<file path="src/rtl/tt_sub_pkg.sv">
// Shared constants for the bit-serial subtractor: FSM encodings and counter sizing.
package tt_sub_pkg;

    localparam int unsigned MAX_WIDTH = 4;

    localparam logic [1:0] IDLE  = 2'd0;
    localparam logic [1:0] SHIFT = 2'd1;
    localparam logic [1:0] DONE  = 2'd2;

    // Counter must hold values 0..w
    function automatic int unsigned cnt_width(input int unsigned w);
        return $clog2(w + 1);
    endfunction

endpackage

</file>
<file path="src/rtl/tt_full_subtractor.sv">
// Combinational 1-bit full subtractor cell: d = a - b - bin, with borrow-out.
module tt_full_subtractor (
    input  logic a,
    input  logic b,
    input  logic bin,
    output logic d,
    output logic bout
);

    assign d    = a ^ b ^ bin;
    assign bout = (~a & b) | (~(a ^ b) & bin);

endmodule

</file>
<file path="src/rtl/tt_um_serial_subtractor.sv">
// Bit-serial A - B - Bin, LSB first, one full-subtractor cell plus a borrow flop.
import tt_sub_pkg::*;

module tt_um_serial_subtractor #(
    parameter int unsigned WIDTH = 4
) (
    input  logic       clk,
    input  logic       rst_n,
    input  logic       ena,
    input  logic [7:0] ui_in,
    input  logic [7:0] uio_in,
    output logic [7:0] uo_out,
    output logic [7:0] uio_out,
    output logic [7:0] uio_oe
);

    localparam int unsigned CNT_W = cnt_width(WIDTH);

    logic [1:0]       state_q, state_d;
    logic [WIDTH-1:0] a_q, a_d;
    logic [WIDTH-1:0] b_q, b_d;
    logic [WIDTH-1:0] diff_q, diff_d;
    logic [CNT_W-1:0] cnt_q, cnt_d;
    logic             bw_q, bw_d;
    logic             busy_q, busy_d;
    logic             done_q, done_d;

    logic             d_c;
    logic             bout_c;
    logic             start_c;

    assign start_c = uio_in[0];

    tt_full_subtractor u_cell (
        .a    (a_q[0]),
        .b    (b_q[0]),
        .bin  (bw_q),
        .d    (d_c),
        .bout (bout_c)
    );

    // Next-state and datapath update
    always_comb begin
        state_d = state_q;
        a_d     = a_q;
        b_d     = b_q;
        diff_d  = diff_q;
        cnt_d   = cnt_q;
        bw_d    = bw_q;
        busy_d  = busy_q;
        done_d  = done_q;
        case (state_q)
            IDLE: begin
                if (start_c) begin
                    a_d     = ui_in[WIDTH-1:0];
                    b_d     = ui_in[4 +: WIDTH];
                    bw_d    = uio_in[1];
                    cnt_d   = '0;
                    diff_d  = '0;
                    busy_d  = 1'b1;
                    done_d  = 1'b0;
                    state_d = SHIFT;
                end
            end
            SHIFT: begin
                diff_d = (diff_q >> 1) | (WIDTH'(d_c) << (WIDTH - 1));
                a_d    = a_q >> 1;
                b_d    = b_q >> 1;
                bw_d   = bout_c;
                cnt_d  = cnt_q + CNT_W'(1);
                if (cnt_q == CNT_W'(WIDTH - 1)) begin
                    busy_d  = 1'b0;
                    done_d  = 1'b1;
                    state_d = DONE;
                end
            end
            DONE: begin
                // A held start level must not retrigger
                if (!start_c) begin
                    done_d  = 1'b0;
                    state_d = IDLE;
                end
            end
            default: begin
                state_d = IDLE;
            end
        endcase
    end

    always_ff @(posedge clk or negedge rst_n) begin
        if (!rst_n) begin
            state_q <= IDLE;
            a_q     <= '0;
            b_q     <= '0;
            diff_q  <= '0;
            cnt_q   <= '0;
            bw_q    <= 1'b0;
            busy_q  <= 1'b0;
            done_q  <= 1'b0;
        end else begin
            state_q <= state_d;
            a_q     <= a_d;
            b_q     <= b_d;
            diff_q  <= diff_d;
            cnt_q   <= cnt_d;
            bw_q    <= bw_d;
            busy_q  <= busy_d;
            done_q  <= done_d;
        end
    end

    assign uo_out  = {1'b0, done_q, busy_q, bw_q, 4'(diff_q)};
    assign uio_out = 8'h00;
    assign uio_oe  = 8'h00;

    logic unused_ok;
    assign unused_ok = &{1'b0, ena, uio_in[7:2], ui_in};

endmodule

</file>
<file path="config.mk">
export PLATFORM = sky130hd
export DESIGN_NAME = tt_um_serial_subtractor
export DESIGN_NICKNAME = d
export VERILOG_FILES = /design/src/rtl/tt_sub_pkg.sv /design/src/rtl/tt_full_subtractor.sv /design/src/rtl/tt_um_serial_subtractor.sv
export SDC_FILE = /design/constraint.sdc
export NUM_CORES = 1
export LEC_CHECK = 0
export CAP_MARGIN = 40
export CORE_MARGIN = 4
export CORE_UTILIZATION = 44
export CTS_BUF_LIST = sky130_fd_sc_hd__clkbuf_8
export CTS_CLUSTER_DIAMETER = 150
export DETAILED_ROUTE_END_ITERATION = 16
export PLACE_DENSITY_LB_ADDON = 0.08
export SETUP_SLACK_MARGIN = 0.3
export SLEW_MARGIN = 20
export SYNTH_ARGS = -nofsm -noshare
export SYNTH_HDL_FRONTEND = slang
export SYNTH_SLANG_ARGS = --single-unit
</file>
<file path="constraint.sdc">
create_clock -name clk -period 1.75 [get_ports clk]
set_input_delay 0.35 -clock clk [delete_from_list [all_inputs] [get_ports clk]]
set_output_delay 0.35 -clock clk [all_outputs]
set_load 0.05 [all_outputs]
</file>
* After elaboration in Yosys (flattened, before gate mapping)
Cells that the tools add are included.
** Storage, ports and cells
- Output and inout port bits :: 24
- Bits of input ports :: 19
- Register bits after elaboration :: 20
** Cells by class
- Reduce and logical (&&, ||, !) cells :: 7
- Muxes and demuxes :: 21
- Add/subtract/negate cells :: 1
- Bitwise logic cells :: 8
- Eq/ne operators :: 6
** Operator list (count)
- $pmux W4 S2 :: 3
- $mux W4 :: 3
- $mux W1 :: 6
- $mux W2 :: 3
- $ne A2 B2 Y1 const B :: 3
- $pmux W2 S3 :: 1
- $pmux W3 S2 :: 1
- $reduce_and A3 Y1 :: 2
- $or A3 B4 Y4 :: 1
- $pmux W1 S2 :: 2
- $reduce_and A4 Y1 :: 1
- $add A3 B1 Y3 const B :: 1
- $eq A3 B2 Y1 const B :: 1
- $mux W3 :: 1
- $pmux W1 S3 :: 1
- $reduce_bool A3 Y1 :: 1
- $and A1 B1 Y1 :: 2
- $eq A2 B1 Y1 const B :: 1
- $eq A2 B2 Y1 const B :: 1
- $logic_not A2 Y1 :: 1
- $not A1 Y1 :: 2
- $reduce_and A2 Y1 :: 1
- $reduce_bool A2 Y1 :: 1
- $xor A1 B1 Y1 :: 2
- $or A1 B1 Y1 :: 1

* Longest topological paths before layout
Gate-level depths: netlist of the first run.
- Depth after elaboration :: 5
- Depth in mapped cells :: 5

* By module
A second synthesis of the first run with hierarchy kept.
** Unflattened totals
- Cells, all modules :: 109
- Area, all modules :: 1073.5 um^2
** Modules (own cells, without submodules)
- tt_um_serial_subtractor :: cells each 105, instances 1, area an instance 1042.2 um^2, sequential area each 500.5 um^2
- tt_full_subtractor :: cells each 4, instances 1, area an instance 31.3 um^2, sequential area each 0.0 um^2

* Worst setup path after synthesis of the first run
No wires, ideal clock.
- Kind :: register to register
- Start :: reg bw_q
- End :: reg diff_q[3]
- Cell stages (with the launch flop) :: 4
- Slack :: 535 ps
- Path buffers :: 0
- Arrival :: 1094 ps
- Clock period less this slack :: 1215 ps
- Required time :: 1629 ps
- Path through :: dfrtp_1 -> inv_1 -> fa_1 -> a22o_1
** On the way
- Word-level cells in the longest chain between the ends :: 3
** Ends and longest elaborated chain
- from (decl) :: line tt_um_serial_subtractor.sv:24 : logic bw_q, bw_d;
- from (signal assigned) :: line tt_um_serial_subtractor.sv:106 : bw_q <= bw_d;
- $xor A1 B1 Y1 :: line tt_full_subtractor.sv:10 : assign d = a ^ b ^ bin;
- $or A3 B4 Y4 :: line tt_um_serial_subtractor.sv:66 : diff_d = (diff_q >> 1) | (WIDTH'(d_c) << (WIDTH - 1));
- $pmux W4 S2 :: line tt_um_serial_subtractor.sv:52 : case (state_q)
- to (signal assigned) :: line tt_um_serial_subtractor.sv:104 : diff_q <= diff_d;
- to (decl) :: line tt_um_serial_subtractor.sv:22 : logic [WIDTH-1:0] diff_q, diff_d;
Every way passes these cells.
A chain may end at the register's enable or synchronous reset.

* Worst setup path after layout of the first run
- Start :: reg state_q[1]
- End :: reg a_q[2]
** On the way
- Word-level cells in the longest chain between the ends :: 3
** Ends and longest elaborated chain
- from (decl) :: line tt_um_serial_subtractor.sv:19 : logic [1:0] state_q, state_d;
- from (signal assigned) :: line tt_um_serial_subtractor.sv:101 : state_q <= state_d;
- $eq A2 B1 Y1 or $logic_not A2 Y1 (tied branches) :: line tt_um_serial_subtractor.sv:52
- $reduce_bool A2 Y1 (no line) or $ne A2 B2 Y1 (tied branches)
- $reduce_and A2 Y1 (no line)
- to (signal assigned) :: line tt_um_serial_subtractor.sv:93 : a_q <= '0;
- to (signal assigned) :: line tt_um_serial_subtractor.sv:102 : a_q <= a_d;
- to (decl) :: line tt_um_serial_subtractor.sv:20 : logic [WIDTH-1:0] a_q, a_d;
Parallel ways exist; a longest one is shown, timed or not.

==> results.toml, run 1 <==
[clock_tree]
cts_resized = 0
cts_tree = "done"
cts_buffers = 3
cts-root-buf = "clkbuf_8"
cts.htree.levels = 1
cts-hold-fix-buffers = 0
post-cts-setup-buffers = 0
clk_path_buf_depth = 2
clkLatencyLatePin_ps = 260
cts.clk_slew.worst_paths_ps = 70
clock-sinks = 20

[floorplan]
die_w_um = 57.7
core_um2 = 2280
die_h_um = 57.7
die-area_um2 = 3330
row_count = 17
start_util = 0.478
ios = 43

[timing]
slew_violations = 0
final-setup-viol-count = 0
fin_crit_ps = 1360
finalSetupTns_ps = 0
final-hold-violation-count = 0
rsz0062_at_grt = "no"
min_period_over_period = 0.774
finClkSkew_ps = 1.69
whs_ps = 428
max_freq_mhz = 738

[synthesis]
synth_top_family_by_area = "compound AO/OA/AOI/OAI gates"
syn_area_um2 = 1090
synthMuxAreaShare = 0
synth-compound-area-share = 0.220
postSynthAreaPerCell_um2 = 10.5
yosys.area_share.simple = 0.0955
yosysTopAreaCell = "dfrtp_1"
yosysTopAreaCellShare = 0.460
synthCells = 104
synth_xor_xnor_area_share = 0
synth_cell_types = 26
synth_seq_area_share = 0.460
ys_warn_count = 0
synthAdderAreaFrac = 0.0414
synthTopCellsByArea = "dfrtp_1 (46%), buf_4 (16%), o22ai_1 (5.8%)"
ys_ff_latch = 20

[worst_hold_path]
hold_class = "input pin to asynchronous set/reset pin"

[layout]
antenna_cells = 0
drive_above_1_share = 0.165
fin_util = 0.543
design_area_um2 = 1240
fin_cells = 149
fin_nets = 145
area_delta_synth_final_pct = 13.7

[worst_setup_path]
startpoint_type = "register"
cp_max_fo = 14
critPathCaptureType = "register"
r2r_cells = 2
worstPathRequired_ps = 1900
worst-setup-path-type = "register to register"
arrival_ps = 1510

[drt]
ant_nets = 0
wl_mm = 2.10
remaining_drc_errors = 0
vias = 769
wl_per_cell_um = 14.1
post_drt_via_cell_ratio = 5.16
drt_iter0_drc = 14
first_pass_iters = 4

[global_routing]
grt_pass1_vias = 706
antenna_found_initial = 0
grt-ovfl-total = 0
grt_max_degree = 21
grt_usage = 0.131
grt_pass1_wl_mm = 3.33

[place]
dpl-instance-area_um2 = 1190
gp_congestion = 0.737
portBuffers = 18
dpl.hpwl_mm = 1.55
place_inst = 146

[run_status]
run_status = "completed"

[power_and_ir_drop]
p_per_area_nw_per_um2 = 1880
cellLeakagePower_nw = 0.576
ir_drop_v = 0.000894

[flow_run]
max_cap_violations = 0
[kinds of logic after synthesis]
logic type | Yosys count
buffers and inverters | 29
other | 1
DFF | 20
AOI/OAI and AO/OA | 33
adders and majority gates | 3
and+or+nand+nor | 18
[state kept, by name, summed over array words and instances (netlist names)]
name / flops
done_q: 1
a_q: 4
state_q: 2
b_q: 4
diff_q: 4
cnt_q: 3
busy_q: 1
bw_q: 1
[Yosys cell counts, drive strengths merged]
cell type and count:
buf 23, or4b 1, a2bb2oi 1, a32o 1, nand2b 5, nand2 5
a21oi 5, o21ai 7, nor2 3, o21bai 1, conb 1, fa 1
ha 2, o221a 1, dfrtp 20, nand3 1, a22o 5, nor2b 1
and2b 1, inv 6, o32ai 1, o22ai 10, or2 1, a221oi 1
[critical path: stages (launching register included)]
cell and delay (ps):
dfrtp_1 540, or4b_1 570, o221a_2 140
[layer usage]
| layer | track usage | wire length (µm) | share of wire | vias up |
|---|---|---|---|---|
| met5 | 0 | 0 | 0 | - |
| met4 | 0.0397 | 21 | 0.010 | 0 |
| met3 | 0.0535 | 155 | 0.074 | 3 |
| met2 | 0.190 | 954 | 0.45 | 26 |
| met1 | 0.178 | 967 | 0.46 | 367 |
| li1 | - | - | - | 373 |
[layout make-up]
class	count	area (µm²)
tap	28	35.0
sequential	20	500
fill	230	1040
inverter	6	22.5
timing repair buffer	21	185
multi-input combinational	71	452
clock buffer	3	41.3
[worst paths after layout]
path                                              end                   start  slack [ps]
worst max register to register     a_q[2]$_DFFE_PN0P_  state_q[1]$_DFFE_PN0P_         390
worst min register to register  diff_q[0]$_DFFE_PN0P_   diff_q[0]$_DFFE_PN0P_         510
worst min-delay path               a_q[2]$_DFFE_PN0P_                   rst_n         430
max in group asynchronous          b_q[3]$_DFFE_PN0P_                   rst_n        1110
worst max-delay path               a_q[2]$_DFFE_PN0P_  state_q[1]$_DFFE_PN0P_         390
min in group clk                diff_q[0]$_DFFE_PN0P_   diff_q[0]$_DFFE_PN0P_         510
[cells in the final DEF (no fill, tap or decap)]
cell type / instances
o21ai_0: 7
or2_1: 1
nand2b_1: 4
nor2b_1: 1
nor2_1: 1
o221a_2: 1
a221oi_2: 1
clkdlybuf4s50_1: 11
nand3_1: 1
inv_1: 6
nand2_1: 5
dfrtp_1: 20
nand2b_2: 1
a32o_1: 1
ha_1: 2
conb_1: 17
a21oi_1: 5
or4b_1: 1
o22ai_1: 10
and2b_1: 1
nor2_2: 2
fa_1: 1
o21bai_2: 1
a2bb2oi_1: 1
buf_4: 10
clkbuf_8: 3
o32ai_2: 1
a22o_1: 5
[report_power, final]
part,switching (mW),internal [mW],total (mW)
clock,0.148,0.154,0.302
combinational,0.728,0.454,1.18
sequential,0.172,0.672,0.844
total,1.05,1.28,2.33
[stage by stage]
| stage | worst slack [ps] | power (mW) |
|---|---|---|
| global placement | 141 | 2.02 |
| finish | 395 | 2.33 |
| floorplan | 535 | 1.80 |
| global route | 306 | 2.50 |
| CTS | 392 | 2.36 |
| detailed placement | 160 | 2.05 |
No activity file was read; power rests on OpenSTA's default activity.
==> run 2, diff against run 1 <==
clock period = 1.3 ns   (was 1.75 ns; I/O delays follow)
==> results.toml, run 2 (synthesized netlist as in run 1, its figures left out) <==
[power_and_ir_drop]
p_per_area_nw_per_um2 = 2600
ir_drop_v = 0.00205
cellLeakagePower_nw = 0.738

[worst_setup_path]
r2r-start = "state_q[0]$_DFFE_PN0P_"
slowest_delay_ps = 500
worstPathRequired_ps = 1450
startpoint_type = "register"
regToRegSetupSlack_ps = 80
cp.buffers_inverters = 0
cp_top_family = "simple AND/OR/NAND/NOR gates"
worst-setup-path-type = "register to register"
arrival_ps = 1370
crit_chain = "or4b_1, o221a_2"
critical-path-slowest-cell = "or4b_1"
r2r_cells = 2
cp_max_fo = 8
r2r-end = "a_q[2]$_DFFE_PN0P_"
critPathCaptureType = "register"

[drt]
drt_iter0_drc = 17
wl_mm = 2.37
first_pass_iters = 4
top_layer_used = "met4"
ant_nets = 0
remaining_drc_errors = 0
wl_met3_um = 138
post_drt_via_cell_ratio = 4.96
m1WireLength_um = 957
wl_per_cell_um = 13.7
wl_met2_mm = 1.24
vias = 858

[floorplan]
die_h_um = 57.7
die_w_um = 57.7
start_util = 0.478
die-area_um2 = 3330
core_um2 = 2280
ios = 43
row_count = 17

[place]
dpl-instance-area_um2 = 1360
gp_congestion = 0.768
dpl.hpwl_mm = 1.60
portBuffers = 18
place_inst = 152
place_ws_ps = -176

[timing]
final-hold-violation-count = 0
slew_violations = 0
rsz0062_at_grt = "yes"
whs_ps = 337
max_freq_mhz = 819
fin_crit_ps = 1220
finClkSkew_ps = 1.38
final-setup-viol-count = 0
setup_ws_ps = 79.2
min_period_over_period = 0.939

[layout]
drive_above_1_share = 0.421
n_fill_cell = 170
seqCellArea_um2 = 504
antenna_cells = 0
final_cell_mix = "buf_4 (22), conb_1 (17), dfrtp_1 (17), clkdlybuf4s50_1 (10), o22ai_1 (9)"
final_common_cell = "buf_4"
fin_cells = 173
reg.largest.list = "a_q (4), b_q (4), diff_q (4)"
fin_nets = 168
design_area_um2 = 1610
area_delta_synth_final_pct = 47.9
multi_input_area_um2 = 536

[clock_tree]
cts.clk_slew.worst_paths_ps = 70
clk_path_buf_depth = 2
cts_buffers = 3
clkLatencyLatePin_ps = 260
cts.htree.levels = 1
cts_tree = "done"
cts-root-buf = "clkbuf_8"
clock-sinks = 20

[global_routing]
antenna_found_initial = 0
grt_max_degree = 21
grt-ovfl-total = 0
grt_pass1_vias = 854
grt_pass1_wl_mm = 3.80
grt_usage = 0.150

[flow_run]
max_cap_violations = 0

[worst_hold_path]
hold_class = "input pin to asynchronous set/reset pin"

[run_status]
run_status = "completed"
run 2: repair_timing:
action	in CTS	in global routing
gates resized for setup	14	10
setup buffers	11	5
hold buffers	0	0
setup endpoints to repair	27	27
pin swaps	4	3
endpoints found under the hold margin	0	0
gates cloned	1	0
run 2: layout make-up:
type / instances / area share
repair buffers: 44 / 0.282
well taps: 28 / 0.0218
inverters: 6 / 0.0156
multi-input cells: 71 / 0.333
flip-flops and latches: 20 / 0.314
clock buffers: 4 / 0.0342
run 2: power breakdown:
| group | switching, mW | total (mW) | internal (mW) | leakage (nW) |
|---|---|---|---|---|
| Sequential | 0.253 | 1.16 | 0.911 | 0.240 |
| Clock | 0.206 | 0.476 | 0.270 | 0.0288 |
| Combinational | 1.22 | 2.53 | 1.31 | 0.469 |
| Total | 1.68 | 4.17 | 2.49 | 0.738 |
run 2: per-layer routing:
metal  vias to the layer above  global-route usage
li1                        416                   -
met1                       414               0.175
met2                        23               0.255
met3                         5              0.0468
met4                         0              0.0596
met5                         -                   0
run 2: worst reg2reg max path, stage by stage (launching register included):
cell and delay (ps):
dfrtp_2 480, or4b_1 500, o221a_2 140
run 2: worst max-delay path by stage:
| stage | depth (start not counted) | to | startpoint | slack, ps |
|---|---|---|---|---|
| after detailed placement | 5 | bw_q$_DFFE_PN0P_ | uio_in[0] | -180 |
| after global routing | 3 | diff_q[3]$_DFFE_PN0P_ | bw_q$_DFFE_PN0P_ | 50 |
| after floorplan | 3 | diff_q[3]$_DFFE_PN0P_ | bw_q$_DFFE_PN0P_ | 100 |
| after CTS | 3 | diff_q[3]$_DFFE_PN0P_ | bw_q$_DFFE_PN0P_ | 90 |
| after global placement | 5 | bw_q$_DFFE_PN0P_ | uio_in[0] | -160 |
| final | 2 | a_q[2]$_DFFE_PN0P_ | state_q[0]$_DFFE_PN0P_ | 80 |
run 2: stage by stage:
step                       util  setup TNS (ps)  power, mW
after detailed placement  0.598           -1470       3.19
after global placement    0.598           -1120       3.14
final                     0.706               0       4.17
after global routing      0.706               0       4.44
after floorplan               -               0       2.51
after CTS                 0.676               0       4.00
==> run 3, diff against run 2 <==
PLACE_DENSITY = 0.81   (was unset)
PLACE_DENSITY_LB_ADDON = unset   (was 0.08)
==> results.toml, run 3 (synthesized netlist as in run 1, its figures left out) <==
[drt]
drt_iter0_drc = 20
first_pass_iters = 4
wl_mm = 2.99
vias = 893
remaining_drc_errors = 0
wl_per_cell_um = 16.7
post_drt_via_cell_ratio = 4.99
ant_nets = 0

[layout]
final_common_cell = "buf_4"
area_delta_synth_final_pct = 64.4
drive_above_1_share = 0.510
antenna_cells = 0
multi_input_area_um2 = 624
reg.largest.list = "a_q (4), b_q (4), diff_q (4)"
fin_nets = 174
n_fill_cell = 130
seqCellArea_um2 = 503
design_area_um2 = 1790
final_cell_mix = "buf_4 (23), dfrtp_1 (18), conb_1 (17), clkdlybuf4s50_1 (10), buf_12 (9)"

[worst_hold_path]
hold_class = "input pin to asynchronous set/reset pin"

[place]
dpl.hpwl_mm = 1.67
portBuffers = 18
gp_congestion = 0.811
dpl-instance-area_um2 = 1360

[floorplan]
row_count = 17
die_h_um = 57.7
core_um2 = 2280
start_util = 0.478
die_w_um = 57.7
die-area_um2 = 3330
ios = 43

[global_routing]
grt_pass1_wl_mm = 4.73
grt_usage = 0.185
grt_max_degree = 21
grt_pass1_vias = 993
antenna_found_initial = 0
grt-ovfl-total = 0

[clock_tree]
clkLatencyLatePin_ps = 250
cts_tree = "done"
cts.htree.levels = 1
cts-hold-fix-buffers = 0
cts-root-buf = "clkbuf_8"
cts.clk_slew.worst_paths_ps = 80
clk_path_buf_depth = 2
cts_buffers = 3
clock-sinks = 20

[power_and_ir_drop]
ir_drop_v = 0.00200
p_clk_frac = 0.100
cellLeakagePower_nw = 0.814
sw_frac_of_total = 0.409
p_per_area_nw_per_um2 = 2640
p_comb_frac = 0.648
power_frac_seq = 0.252
internal-power_mw = 2.79
power_switching_mw = 1.93

[timing]
final-hold-violation-count = 0
min_period_over_period = 0.947
final-setup-viol-count = 0
rsz0062_at_grt = "yes"
fin_crit_ps = 1230
finClkSkew_ps = 4.10
max_freq_mhz = 812
finalSetupTns_ps = 0
slew_violations = 0

[worst_setup_path]
r2r-end = "diff_q[3]$_DFFE_PN0P_"
crit_chain = "inv_1, fa_2, a22o_1"
arrival_ps = 1370
critical-path-slowest-cell = "fa_2"
r2r_cells = 3
worstPathRequired_ps = 1440
startpoint_type = "register"
cp_max_fo = 2
cp_top_family = "adder cells"
regToRegSetupSlack_ps = 70
r2r-start = "b_q[0]$_DFFE_PN0P_"
worst-setup-path-type = "register to register"
critPathCaptureType = "register"
cp.buffers_inverters = 1
slowest_delay_ps = 430

[flow_run]
max_cap_violations = 0

[run_status]
run_status = "completed"
run 3: routing by layer:
| metal | global-route usage | vias to the layer above | wire length, µm | share of wire |
|---|---|---|---|---|
| met5 | 0 | - | 0 | 0 |
| met3 | 0.0290 | 6 | 183 | 0.061 |
| met4 | 0.0695 | 0 | 41 | 0.014 |
| met2 | 0.350 | 31 | 1620 | 0.54 |
| li1 | - | 421 | - | - |
| met1 | 0.206 | 435 | 1140 | 0.38 |
run 3: power by group through the flow:
stage               combinational (mW)  clock [mW]  sequential, mW
floorplan                         1.26           0            1.25
global placement                  1.93           0            1.17
detailed placement                1.99           0            1.18
CTS                               2.76       0.481            1.17
global route                      3.26       0.508            1.23
finish                            3.06       0.470            1.19
run 3: stage by stage:
| stage | setup WS [ps] | util | hold slack, ps | total power [mW] | cells |
|---|---|---|---|---|---|
| after detailed placement | -180 | 0.598 | 487 | 3.17 | 152 |
| after global routing | 39.5 | 0.786 | 367 | 5.00 | 179 |
| final | 69.0 | 0.786 | 341 | 4.72 | 179 |
| after CTS | 87.4 | 0.750 | 355 | 4.41 | 173 |
| after global placement | -144 | 0.598 | 483 | 3.10 | 152 |
| after floorplan | 103 | - | -35.6 | 2.51 | 120 |
run 3: how the worst max path moves through the flow:
| stage | start | to | slack [ps] | depth (start not counted) |
|---|---|---|---|---|
| floorplan | bw_q$_DFFE_PN0P_ | diff_q[3]$_DFFE_PN0P_ | 100 | 3 |
| global placement | uio_in[0] | bw_q$_DFFE_PN0P_ | -140 | 5 |
| detailed placement | uio_in[0] | bw_q$_DFFE_PN0P_ | -180 | 5 |
| CTS | bw_q$_DFFE_PN0P_ | diff_q[3]$_DFFE_PN0P_ | 90 | 3 |
| global route | b_q[0]$_DFFE_PN0P_ | diff_q[3]$_DFFE_PN0P_ | 40 | 3 |
| finish | b_q[0]$_DFFE_PN0P_ | diff_q[3]$_DFFE_PN0P_ | 70 | 3 |
run 3: worst register-to-register path, cell delays in order (launching register included):
cell     delay (ps)
dfrtp_1         390
inv_1            90
fa_2            430
a22o_1          220
run 3: repair_timing:
| item | 4_1_cts | 5_1_grt |
|---|---|---|
| setup buffers | 16 | 6 |
| pin swaps | 20 | 9 |
| gates cloned | 1 | 0 |
| resized for setup | 39 | 9 |
| endpoints found under the setup margin | 27 | 27 |
run 3: layout make-up:
type	count	share of cell area
sequential	20	0.281
timing repair buffer	50	0.302
multi-input combinational	71	0.349
inverter	6	0.0168
tap	28	0.0196
clock buffer	4	0.0308
